`src/rtl/boot_run_ctrl_if.sv`:
```
// Loader byte stream and instruction-memory write port of boot_run_ctrl.
// The master side is the loader / memory owner; the slave side is the controller.
interface boot_run_ctrl_if #(
    parameter int WIDTH      = 32,
    parameter int ADDR_WIDTH = 10
);
    logic                  ld_valid;
    logic [7:0]            ld_data;
    logic                  ld_last;
    logic                  ld_ready;
    logic                  imem_we;
    logic [ADDR_WIDTH-1:0] imem_waddr;
    logic [WIDTH-1:0]      imem_wdata;

    modport master (
        output ld_valid, ld_data, ld_last,
        input  ld_ready, imem_we, imem_waddr, imem_wdata
    );

    modport slave (
        input  ld_valid, ld_data, ld_last,
        output ld_ready, imem_we, imem_waddr, imem_wdata
    );
endinterface

```
`src/rtl/boot_run_ctrl.sv`:
```
// Program-load and run sequencer: packs loader bytes into instruction memory,
// then releases the core, counts its cycles and stops it on the halt fetch.
module boot_run_ctrl #(
    parameter int               WIDTH      = 32,
    parameter int               ADDR_WIDTH = 10,
    parameter logic [WIDTH-1:0] HALT_INSTR = 32'h0000006F
) (
    input  logic             clk,
    input  logic             rst,
    input  logic             start,
    input  logic             abort,
    boot_run_ctrl_if.slave   lif,
    output logic             cpu_rst,
    output logic             cpu_en,
    input  logic [WIDTH-1:0] instr,
    output logic             halted,
    output logic [WIDTH-1:0] cycle_count
);
    typedef enum logic [2:0] {
        S_IDLE,
        S_LOAD,
        S_FLUSH,
        S_RUN,
        S_HALT
    } state_t;

    localparam logic [ADDR_WIDTH-3:0] LAST_IDX = '1;

    state_t                state;
    logic [1:0]            lane;
    logic [ADDR_WIDTH-3:0] word_idx;
    logic [WIDTH-1:0]      asm_word;

    logic [WIDTH-1:0]      next_word;
    logic                  word_done;
    logic                  load_done;

    always_comb begin
        next_word = asm_word | (WIDTH'(lif.ld_data) << {lane, 3'b000});
        word_done = (lane == 2'd3) || lif.ld_last;
        load_done = lif.ld_last || ((lane == 2'd3) && (word_idx == LAST_IDX));
    end

    always_ff @(posedge clk) begin
        if (rst || abort) begin
            state          <= S_IDLE;
            lif.ld_ready   <= 1'b0;
            lif.imem_we    <= 1'b0;
            lif.imem_waddr <= '0;
            lif.imem_wdata <= '0;
            cpu_rst        <= 1'b1;
            cpu_en         <= 1'b0;
            halted         <= 1'b0;
            cycle_count    <= '0;
            lane           <= '0;
            word_idx       <= '0;
            asm_word       <= '0;
        end else begin
            lif.imem_we <= 1'b0;
            unique case (state)
                S_IDLE, S_HALT: begin
                    if (start) begin
                        state        <= S_LOAD;
                        lif.ld_ready <= 1'b1;
                        cpu_rst      <= 1'b1;
                        cpu_en       <= 1'b0;
                        halted       <= 1'b0;
                        cycle_count  <= '0;
                        lane         <= '0;
                        word_idx     <= '0;
                        asm_word     <= '0;
                    end
                end
                S_LOAD: begin
                    // ld_ready low inside LOAD marks the final write cycle;
                    // FLUSH follows so the core sees one idle cycle after it.
                    if (!lif.ld_ready) begin
                        state <= S_FLUSH;
                    end else if (lif.ld_valid) begin
                        if (word_done) begin
                            lif.imem_we    <= 1'b1;
                            lif.imem_wdata <= next_word;
                            lif.imem_waddr <= {word_idx, 2'b00};
                            word_idx       <= word_idx + 1'b1;
                            asm_word       <= '0;
                            lane           <= '0;
                        end else begin
                            asm_word <= next_word;
                            lane     <= lane + 1'b1;
                        end
                        if (load_done) begin
                            lif.ld_ready <= 1'b0;
                        end
                    end
                end
                S_FLUSH: begin
                    state   <= S_RUN;
                    cpu_rst <= 1'b0;
                    cpu_en  <= 1'b1;
                end
                S_RUN: begin
                    if (cycle_count != '1) begin
                        cycle_count <= cycle_count + 1'b1;
                    end
                    if (cpu_en && (instr == HALT_INSTR)) begin
                        state  <= S_HALT;
                        cpu_en <= 1'b0;
                        halted <= 1'b1;
                    end
                end
                default: state <= S_IDLE;
            endcase
        end
    end
endmodule
```
`src/flat_wrapper.sv`:
```
// flat-port wrapper written by rule: the top's interface ports become plain ports
module boot_run_ctrl_flat 
#(
    parameter int               WIDTH      = 32,
    parameter int               ADDR_WIDTH = 10,
    parameter logic [WIDTH-1:0] HALT_INSTR = 32'h0000006F
)
  (clk, rst, start, abort, cpu_rst, cpu_en, instr, halted, cycle_count, lif_ld_valid, lif_ld_data, lif_ld_last, lif_ld_ready, lif_imem_we, lif_imem_waddr, lif_imem_wdata);
  boot_run_ctrl_if #(.WIDTH(WIDTH), .ADDR_WIDTH(ADDR_WIDTH)) lif_i ();
  input  logic clk;
  input  logic rst;
  input  logic start;
  input  logic abort;
  output logic cpu_rst;
  output logic cpu_en;
  input  logic [WIDTH-1:0] instr;
  output logic halted;
  output logic [WIDTH-1:0] cycle_count;
  input wire logic [$bits(lif_i.ld_valid)-1:0] lif_ld_valid;
  input wire logic [$bits(lif_i.ld_data)-1:0] lif_ld_data;
  input wire logic [$bits(lif_i.ld_last)-1:0] lif_ld_last;
  output wire logic [$bits(lif_i.ld_ready)-1:0] lif_ld_ready;
  output wire logic [$bits(lif_i.imem_we)-1:0] lif_imem_we;
  output wire logic [$bits(lif_i.imem_waddr)-1:0] lif_imem_waddr;
  output wire logic [$bits(lif_i.imem_wdata)-1:0] lif_imem_wdata;
  assign lif_i.ld_valid = lif_ld_valid;
  assign lif_i.ld_data = lif_ld_data;
  assign lif_i.ld_last = lif_ld_last;
  assign lif_ld_ready = lif_i.ld_ready;
  assign lif_imem_we = lif_i.imem_we;
  assign lif_imem_waddr = lif_i.imem_waddr;
  assign lif_imem_wdata = lif_i.imem_wdata;
  boot_run_ctrl #(.WIDTH(WIDTH), .ADDR_WIDTH(ADDR_WIDTH), .HALT_INSTR(HALT_INSTR)) u_core (.clk(clk), .rst(rst), .start(start), .abort(abort), .lif(lif_i), .cpu_rst(cpu_rst), .cpu_en(cpu_en), .instr(instr), .halted(halted), .cycle_count(cycle_count));
endmodule
```
`config.mk`:
```
export PLATFORM = sky130hd
export DESIGN_NAME = boot_run_ctrl_flat
export DESIGN_NICKNAME = d
export VERILOG_FILES = /design/src/rtl/boot_run_ctrl_if.sv /design/src/rtl/boot_run_ctrl.sv /design/src/flat_wrapper.sv
export SDC_FILE = /design/constraint.sdc
export NUM_CORES = 1
export LEC_CHECK = 0
export CORE_UTILIZATION = 30
export CTS_CLUSTER_DIAMETER = 60
export CTS_CLUSTER_SIZE = 12
export DETAILED_ROUTE_END_ITERATION = 6
export PLACE_DENSITY = 0.5
export SLEW_MARGIN = 20
export SYNTH_ARGS = -nofsm -noshare
export SYNTH_HDL_FRONTEND = slang
export SYNTH_SLANG_ARGS = --single-unit
```
`constraint.sdc`:
```
create_clock -name clk -period 4.05 [get_ports clk]
set_clock_uncertainty 0.15 [all_clocks]
set_input_delay 0.81 -clock clk [delete_from_list [all_inputs] [get_ports clk]]
set_output_delay 0.81 -clock clk [all_outputs]
set_load 0.1 [all_outputs]
```
==> summary.txt, run 1 <==
Yosys
  • Synthesized cell area: 0.005315 mm2
  • EDFF count, synth: 0
  • Compound-Gate Fraction of Synth Area: 21.26%
  • Synth Area in Simple Gates: 25.99%
  • Multiplexer share of the synthesized area: 0.4002%
  • Post-Syn Instances: 621
  • Xor and xnor fraction of the mapped netlist area: 1.483%
  • Register area share after synthesis: 45.95%
  • Yosys warns: 0
  • Primary FF master, synth: dfxtp_1
  • Largest family of logic cells by synthesized area: simple AND/OR/NAND/NOR gates
  • Avg Synthesized Cell Area: 8.559 um2
  • Async SR Flop Fraction: 0%
  • Cell variety after synth: 68
  • Yosys reg bits: 122
  • Post-synthesis adder-cell area fraction: 0.7062%

Floorplanning
  • # rows: 48
  • Die height: 135.1 um
  • Initial Utilization: 30.73%
  • Full die area: 0.01825 mm2
  • Core ar.: 0.01730 mm2
  • I/O Pins: 125
  • Die width: 135.1 um

Routing
  • Routed wire length: 15.65 mm
  • Final ANT Viol Nets: 0
  • DR vias: 4937
  • # DRC: 0
  • DRT Pass-1 Iters: 5
  • Wire length per cell: 16.22 um
  • Post-DR vias/cell: 5.116
  • DR iter-0 viols: 248

Clock network
  • Clock Tree Buf Depth: 2
  • Post-cts gate resize count: 0
  • CTS buffer count: 17
  • Setup bufs post-CTS: 0
  • Clock Latency Late Sink: 0.41 ns
  • Clk root buf: clkbuf_16
  • H-tree lvl count: 4
  • CTS tree: built
  • Clk sinks: 122
  • Clock-pin slew on the worst setup and hold paths: 0.06 ns
  • Post-CTS Hold Fix Bufs: 0

Critical path
  • R2R cell count: 6
  • Critical-path top delay cell: clkdlybuf4s50_1
  • Crit. End Element: output pin
  • Worst Path Class, Setup: register to output pin
  • Worst Path Max Fanout: 8
  • Worst r2r src: u_core.cycle_count[1]
  • Data required, critical path: 3.09 ns
  • Buf/Inv on CP: 1
  • End of the worst register-to-register path: u_core.cycle_count[1]
  • R2R Setup Slk: 1.25 ns
  • Crit path max-delay family: buffers and inverters
  • Crit path largest cell delay: 1.21 ns
  • Critical Path Start Type: register
  • Crit path DAT: 2.17 ns
  • Critical Path, Cell by Cell: clkdlybuf4s50_1

Global route
  • Total grt overflow: 0
  • Via count of the first global-routing pass: 4862
  • Largest net degree at the start of global routing: 42
  • Gr usage total: 17.81%
  • Initial antenna violation count: 1
  • Global-route wire length before repair: 25.23 mm

Worst hold path
  • Hold Path End: u_core.cpu_rst
  • Hold path depth: 2
  • Hold Path Class: register to register
  • Hold Startpoint: u_core.cpu_rst

Place
  • Routability Congestion: 0.8000
  • Placed Cells: 933
  • DP HPWL: 10.77 mm
  • IO buf count: 122

Run
  • Max cap viols: 0

STA
  • Time the worst path needs with I/O delays and setup: 3.130 ns
  • Rel. slew slack: 32.77%
  • Setup_tns: 0 ns
  • Final count of negative-setup-slack endpoints: 0
  • Unrepaired setup endpoints after global routing: no
  • Final hold viol count: 0
  • Final Slew Violations: 0
  • Worst-margin pin slew: 1.005 ns
  • Tcrit/Tclk final: 77.28%
  • F_max: 319.5 MHz

Run status
  • Outcome: completed

Finish
  • Final #Nets: 776
  • Post-route insts no fill: 965
  • Fraction of layout cells with a size suffix above 1: 9.324%
  • Area growth from synthesis to layout: 37.03%
  • # diodes: 0

Pwr
  • Max VDD drop: 0.3022 mV
  • Pwr/cell area: 395.1 mW/mm2
  • Final Power: 2.878 mW
  • LEAKAGE: 2.439 nW
-- power by group --
| group | internal [mW] | switching, mW | total [mW] |
|---|---|---|---|
| combinational | 0.0587 | 0.0870 | 0.146 |
| clock | 0.947 | 0.575 | 1.52 |
| sequential | 1.20 | 0.00552 | 1.21 |
| total | 2.21 | 0.668 | 2.88 |
-- placed cells by master, fill, tap and decap left out, drive strengths merged, types with 3 or more instances in the layout --
| cell | Yosys | routed |
|---|---|---|
| a31o | 3 | 3 |
| buf | 11 | 9 |
| nand3 | 15 | 15 |
| nor3b | 4 | 4 |
| xor2 | 7 | 7 |
| a211oi | 33 | 33 |
| a21o | 3 | 3 |
| nand2b | 4 | 4 |
| nor2b | 4 | 4 |
| nor4b | 3 | 3 |
| dfxtp | 122 | 122 |
| nand4 | 14 | 14 |
| clkdlybuf4s50 | 0 | 122 |
| clkbuf | 34 | 20 |
| nor2 | 105 | 105 |
| ha | 3 | 3 |
| or4 | 4 | 4 |
| a221o | 3 | 3 |
| a21oi | 66 | 66 |
| o22a | 4 | 4 |
| nor3 | 41 | 41 |
| nand3b | 3 | 3 |
| and3 | 10 | 10 |
| nand2 | 52 | 52 |
| a211o | 4 | 4 |
| clkinv | 0 | 5 |
| nand4b | 3 | 3 |
| nor4 | 7 | 7 |
| a41oi | 4 | 4 |
| inv | 5 | 9 |
| o21ai | 9 | 9 |
| a31oi | 14 | 14 |
-- tightest hold or removal path: stages (launching register included) --
cell and delay [ns]:
dfxtp_1 0.30, nand2_1 0.05, nand2_1 0.04
-- cell type report --
type                    count  area, um2
multi-input cells         450       2656
clock buffers              20      456.7
repair buffers            131       1289
inverters                   5      18.77
clock inverters            12      138.9
well taps                 225      281.5
flip-flops and latches    122       2442
fillers                  1716      10010
-- routing by layer --
layer	track usage, %	up-vias	share of wire [%]
li1	-	2456	-
met1	22.10	2341	47
met2	29.60	120	48
met3	4.805	18	3.2
met4	6.055	2	1.6
met5	0	-	0.089
-- state kept, by name, summed over array words and instances (netlist names), 2 cells and up --
signal,cells
u_core.asm_word,32
u_core.cycle_count,32
u_core.lif.imem_wdata,32
u_core.lif.imem_waddr,8
u_core.word_idx,8
u_core.state,3
u_core.lane,2
-- cells by family after synthesis --
kind of cell    count (synthesis)
flops                         122
buf+inv                        50
mux                             2
fa+ha+maj                       3
compound gates                157
other cells                     1
xor+xnor                        9
simple gates                  277
-- cell usage after synthesis (4+ instances only) --
library cell / count / share of area [%]
o22a_1: 4 / 0.66
nor2b_1: 4 / 0.47
a211o_1: 4 / 0.66
or4_1: 4 / 0.56
and3_1: 10 / 1.2
nor4_1: 5 / 0.59
a41oi_1: 4 / 0.66
a21oi_1: 56 / 5.3
nor3_1: 41 / 3.9
clkbuf_1: 33 / 2.3
nand2b_1: 4 / 0.47
o21ai_0: 8 / 0.75
a21oi_4: 7 / 2.1
nand3_1: 13 / 1.2
xor2_1: 7 / 1.2
buf_2: 4 / 0.38
a31oi_1: 13 / 1.5
inv_1: 5 / 0.35
a211oi_1: 33 / 4.7
nand2_1: 51 / 3.6
nand4_1: 13 / 1.5
nor2_1: 105 / 7.4
dfxtp_1: 122 / 46
-- per-stage QoR --
stage	utilization [%]	hold WS [ns]	cell area, um2	worst slack [ns]
final	42.11	0.2906	7283	0.9203
after global routing	42.11	0.3138	7283	0.8557
after CTS	42.11	0.2942	7283	0.9146
after detailed placement	38.66	0.2866	6688	0.9990
after global placement	38.66	0.2872	6688	1.041
after floorplan	-	0.2881	5319	1.005
-- how the worst max path moves through the flow --
stage / from / end / depth (start not counted)
2_1_floorplan: u_core.cycle_count[1] / u_core.cycle_count[27] / 6
3_3_place_gp: start / u_core.asm_word[29] / 6
4_1_cts: u_core.cycle_count[2] / cycle_count[2] / 1
3_5_place_dp: lif_ld_valid / u_core.asm_word[1] / 6
6_report: u_core.cycle_count[2] / cycle_count[2] / 1
5_1_grt: u_core.cycle_count[2] / cycle_count[2] / 1
(Power assumes the default switching activity.)
==> inputs of run 2 (changes only) <==
Clock period 4.05 ns to 3.25 ns, I/O delays scaled along.
==> summary.txt, run 2 (synthesis results as in run 1) <==
Global route
  • Via count of the first global-routing pass: 4746
  • Largest net degree at the start of global routing: 42
  • Initial antenna violation count: 1
  • Gr usage total: 17.30%
  • Total grt overflow: 0
  • Global-route wire length before repair: 24.73 mm

Routing
  • Post-DR vias/cell: 5.087
  • Routed wire length: 15.35 mm
  • DR vias: 4929
  • DRT Pass-1 Iters: 4
  • Wire length per cell: 15.85 um
  • Final ANT Viol Nets: 0
  • # DRC: 0
  • DR iter-0 viols: 247

Critical path
  • Buf/Inv on CP: 0
  • Crit path DAT: 2.70 ns
  • Critical-path top delay cell: or4_1
  • Critical Path, Cell by Cell: ha_1 > nand4_4 > or4_1 > nor4b_1 > o21ai_0 > a21oi_1
  • Crit. End Element: register
  • Data required, critical path: 3.45 ns
  • R2R Setup Slk: 0.75 ns
  • Worst Path Class, Setup: register to register
  • Worst Path Max Fanout: 7
  • Crit path largest cell delay: 0.66 ns
  • Crit path max-delay family: simple AND/OR/NAND/NOR gates
  • Critical Path Start Type: register

STA
  • Final count of negative-setup-slack endpoints: 0
  • Final hold slack: 0.3036 ns
  • Final Slew Violations: 0
  • Setup_tns: 0 ns
  • Worst setup margin: 0.7451 ns
  • Final hold viol count: 0
  • Unrepaired setup endpoints after global routing: no
  • Rel. slew slack: 48.41%
  • F_max: 399.2 MHz
  • Worst-margin pin slew: 0.7679 ns
  • Tcrit/Tclk final: 77.07%
  • Time the worst path needs with I/O delays and setup: 2.505 ns

Finish
  • Most frequent cells in the layout: dfxtp_1, nor2_1, buf_4, a21oi_1, nand2_1
  • Fillers: 1777
  • Largest regs: u_core.asm_word: 32 flops, u_core.cycle_count: 32 flops, u_core.lif.imem_wdata: 32 flops
  • Post-route insts no fill: 969
  • Fraction of layout cells with a size suffix above 1: 20.30%
  • # diodes: 0
  • Fin area: 0.007137 mm2
  • Final #Nets: 782
  • Commonest non-fill, non-tap cell in the layout: dfxtp_1
  • Area growth from synthesis to layout: 34.27%

Floorplanning
  • # rows: 48
  • Initial Utilization: 30.73%
  • Core ar.: 0.01730 mm2
  • Full die area: 0.01825 mm2
  • I/O Pins: 125
  • Die width: 135.1 um
  • Die height: 135.1 um

Place
  • Dpl ws: 0.4228 ns
  • DP HPWL: 10.82 mm
  • Post-place instance area: 0.006540 mm2
  • Placed Cells: 939
  • IO buf count: 122
  • Routability Congestion: 0.7958

Clock network
  • CTS tree: built
  • Clock-pin slew on the worst setup and hold paths: 0.06 ns
  • Post-CTS Hold Fix Bufs: 0
  • Setup bufs post-CTS: 0
  • Post-cts gate resize count: 0
  • Clk sinks: 122
  • Clock Latency Late Sink: 0.42 ns
  • Clock Tree Buf Depth: 2
  • H-tree lvl count: 4
  • CTS buffer count: 17
  • Clk root buf: clkbuf_16

Pwr
  • LEAKAGE: 2.621 nW
  • Max VDD drop: 0.3613 mV
  • Pwr/cell area: 505.1 mW/mm2

Run
  • Max cap viols: 0

Run status
  • Outcome: completed

Worst hold path
  • Hold Path Class: register to register
==> run 2: layout make-up <==
cell class | count | area (um2) | share of cell area [%]
Clock buffer | 17 | 425.4 | 5.961
Clock inverter | 13 | 171.4 | 2.402
Inverter | 5 | 18.77 | 0.2630
Multi-Input combinational cell | 450 | 2656 | 37.22
Sequential cell | 122 | 2442 | 34.22
Tap cell | 225 | 281.5 | 3.945
Timing Repair Buffer | 137 | 1141 | 15.99
==> run 2: stage by stage <==
stage	total power, mW	utilization, %
detailed placement	1.724	37.81
global route	3.735	41.26
global placement	1.722	37.81
CTS	3.652	41.26
floorplan	1.640	-
finish	3.605	41.26
==> run 2: worst reg2reg max path, delay by kind of cell (launching register included) <==
family,cells,cell delay (ns)
simple gates,3,1.35
flops,1,0.34
compound gates,2,0.31
fa+ha+maj,1,0.29
==> run 2: final timing paths <==
path                                            start                     end  depth (start not counted)
worst max-delay path            u_core.cycle_count[0]  u_core.cycle_count[15]                          6
worst min-delay path                   u_core.cpu_rst          u_core.cpu_rst                          2
worst max register to register  u_core.cycle_count[0]  u_core.cycle_count[15]                          6
worst min register to register         u_core.cpu_rst          u_core.cpu_rst                          2
==> run 2: routing by layer <==
| metal | up-vias | GRT usage, % | wire, um | share of wire (%) |
|---|---|---|---|---|
| met2 | 95 | 29.00 | 7706 | 50 |
| li1 | 2470 | - | - | - |
| met3 | 7 | 4.955 | 676 | 4.4 |
| met1 | 2355 | 21.52 | 6904 | 45 |
| met4 | 2 | 4.682 | 51 | 0.33 |
| met5 | - | 0 | 14 | 0.091 |
==> run 2: power breakdown <==
part | leakage [nW] | internal [mW] | switching, mW
combinational | 1.35 | 0.0749 | 0.108
clock | 0.286 | 1.20 | 0.710
sequential | 0.983 | 1.50 | 0.00688
total | 2.62 | 2.78 | 0.824
==> inputs of run 3 (changes only) <==
Clock period 3.25 ns to 2.5 ns, I/O delays scaled along.
==> summary.txt, run 3 (synthesis results as in run 1) <==
Run status
  • Outcome: completed

Routing
  • DR iter-0 viols: 232
  • DRT Pass-1 Iters: 4
  • Routed wire length: 16.16 mm
  • Wire length per cell: 16.24 um
  • # DRC: 0
  • DR vias: 5124
  • Final ANT Viol Nets: 0
  • Post-DR vias/cell: 5.150

Place
  • Post-place instance area: 0.006803 mm2
  • DP HPWL: 11.55 mm
  • IO buf count: 122
  • Routability Congestion: 0.8517

Global route
  • Largest net degree at the start of global routing: 42
  • Total grt overflow: 0
  • Gr usage total: 18.30%
  • Initial antenna violation count: 0
  • Via count of the first global-routing pass: 4995
  • Global-route wire length before repair: 25.91 mm

Clock network
  • Clock Latency Late Sink: 0.42 ns
  • Clock-pin slew on the worst setup and hold paths: 0.06 ns
  • CTS buffer count: 17
  • Setup bufs post-CTS: 0
  • CTS tree: built
  • Post-cts gate resize count: 0
  • Clk root buf: clkbuf_16
  • H-tree lvl count: 4
  • Post-CTS Hold Fix Bufs: 0
  • Clk sinks: 122
  • Clock Tree Buf Depth: 2

Finish
  • Most frequent cells in the layout: buf_4, nor2_1, dfxtp_1, a21oi_1, nand2_1
  • Area growth from synthesis to layout: 39.88%
  • Final #Nets: 806
  • Fin area: 0.007435 mm2
  • Largest regs: u_core.asm_word: 32 flops, u_core.cycle_count: 32 flops, u_core.lif.imem_wdata: 32 flops
  • Commonest non-fill, non-tap cell in the layout: buf_4
  • # diodes: 0
  • Fraction of layout cells with a size suffix above 1: 26.75%

Worst hold path
  • Hold Path Class: register to register
  • Hold Startpoint: u_core.cpu_rst

Floorplanning
  • Core ar.: 0.01730 mm2
  • Full die area: 0.01825 mm2
  • Initial Utilization: 30.73%
  • # rows: 48
  • Die height: 135.1 um
  • Die width: 135.1 um
  • I/O Pins: 125

STA
  • Setup_tns: 0 ns
  • Final Slew Violations: 0
  • Final count of negative-setup-slack endpoints: 0
  • Worst-margin pin slew: 0.6479 ns
  • Final hold viol count: 0
  • F_max: 424.3 MHz
  • Unrepaired setup endpoints after global routing: no
  • Rel. slew slack: 56.72%
  • Tcrit/Tclk final: 94.26%
  • Time the worst path needs with I/O delays and setup: 2.357 ns

Critical path
  • Crit. End Element: register
  • R2R Setup Slk: 0.14 ns
  • Worst r2r src: u_core.cycle_count[1]
  • Worst setup path startpoint: u_core.cycle_count[1]
  • Worst Path Class, Setup: register to register
  • Crit path DAT: 2.55 ns
  • Critical Path Start Type: register
  • Data required, critical path: 2.69 ns
  • Worst Path Max Fanout: 6

Pwr
  • Max VDD drop: 0.4660 mV
  • Pwr/cell area: 653.1 mW/mm2
  • LEAKAGE: 2.792 nW

Run
  • Max cap viols: 0
==> run 3: routing by layer <==
layer / track usage (%) / up-vias / wire, um
met5: 0 / - / 0
met4: 7.116 / 0 / 359
met3: 4.505 / 27 / 687
met2: 31.54 / 130 / 8080
met1: 21.75 / 2443 / 7031
li1: - / 2524 / -
==> run 3: layout make-up <==
type,instances,area [um2]
fillers,1745,9862
flip-flops and latches,122,2487
well taps,225,281.5
repair buffers,161,1359
clock buffers,19,442.9
clock inverters,13,188.9
inverters,5,18.77
multi-input cells,450,2656
==> run 3: report_power, final <==
part	internal, mW	total [mW]	switching [mW]
registers	1.95	1.96	0.00866
clock network	1.70	2.64	0.935
logic	0.111	0.259	0.148
total	3.76	4.86	1.09
==> run 3: final timing paths <==
check,to,cells after the start
max,u_core.cycle_count[15],7
min,u_core.cpu_rst,2
max reg2reg,u_core.cycle_count[15],7
min reg2reg,u_core.cpu_rst,2
==> run 3: through the flow <==
step                hold slack (ns)  cells  setup WS, ns  power [mW]  util, %
finish                       0.3017    995        0.1434       4.856    42.98
global route                 0.3187    995      0.005490       5.023    42.98
CTS                          0.3004    995       0.07777       4.910    42.98
detailed placement           0.2901    963       0.02315       2.257    39.33
global placement             0.2950    963       0.04117       2.255    39.33
floorplan                    0.2881    622      0.004162       2.129        -
==> run 3: critical path, cell delays in order (launching register included) <==
cell and delay (ns):
dfxtp_4 0.38, ha_1 0.22, nand4_4 0.14, or4_1 0.61
nor4b_1 0.40, buf_4 0.18, o21ai_0 0.08, a21oi_1 0.14
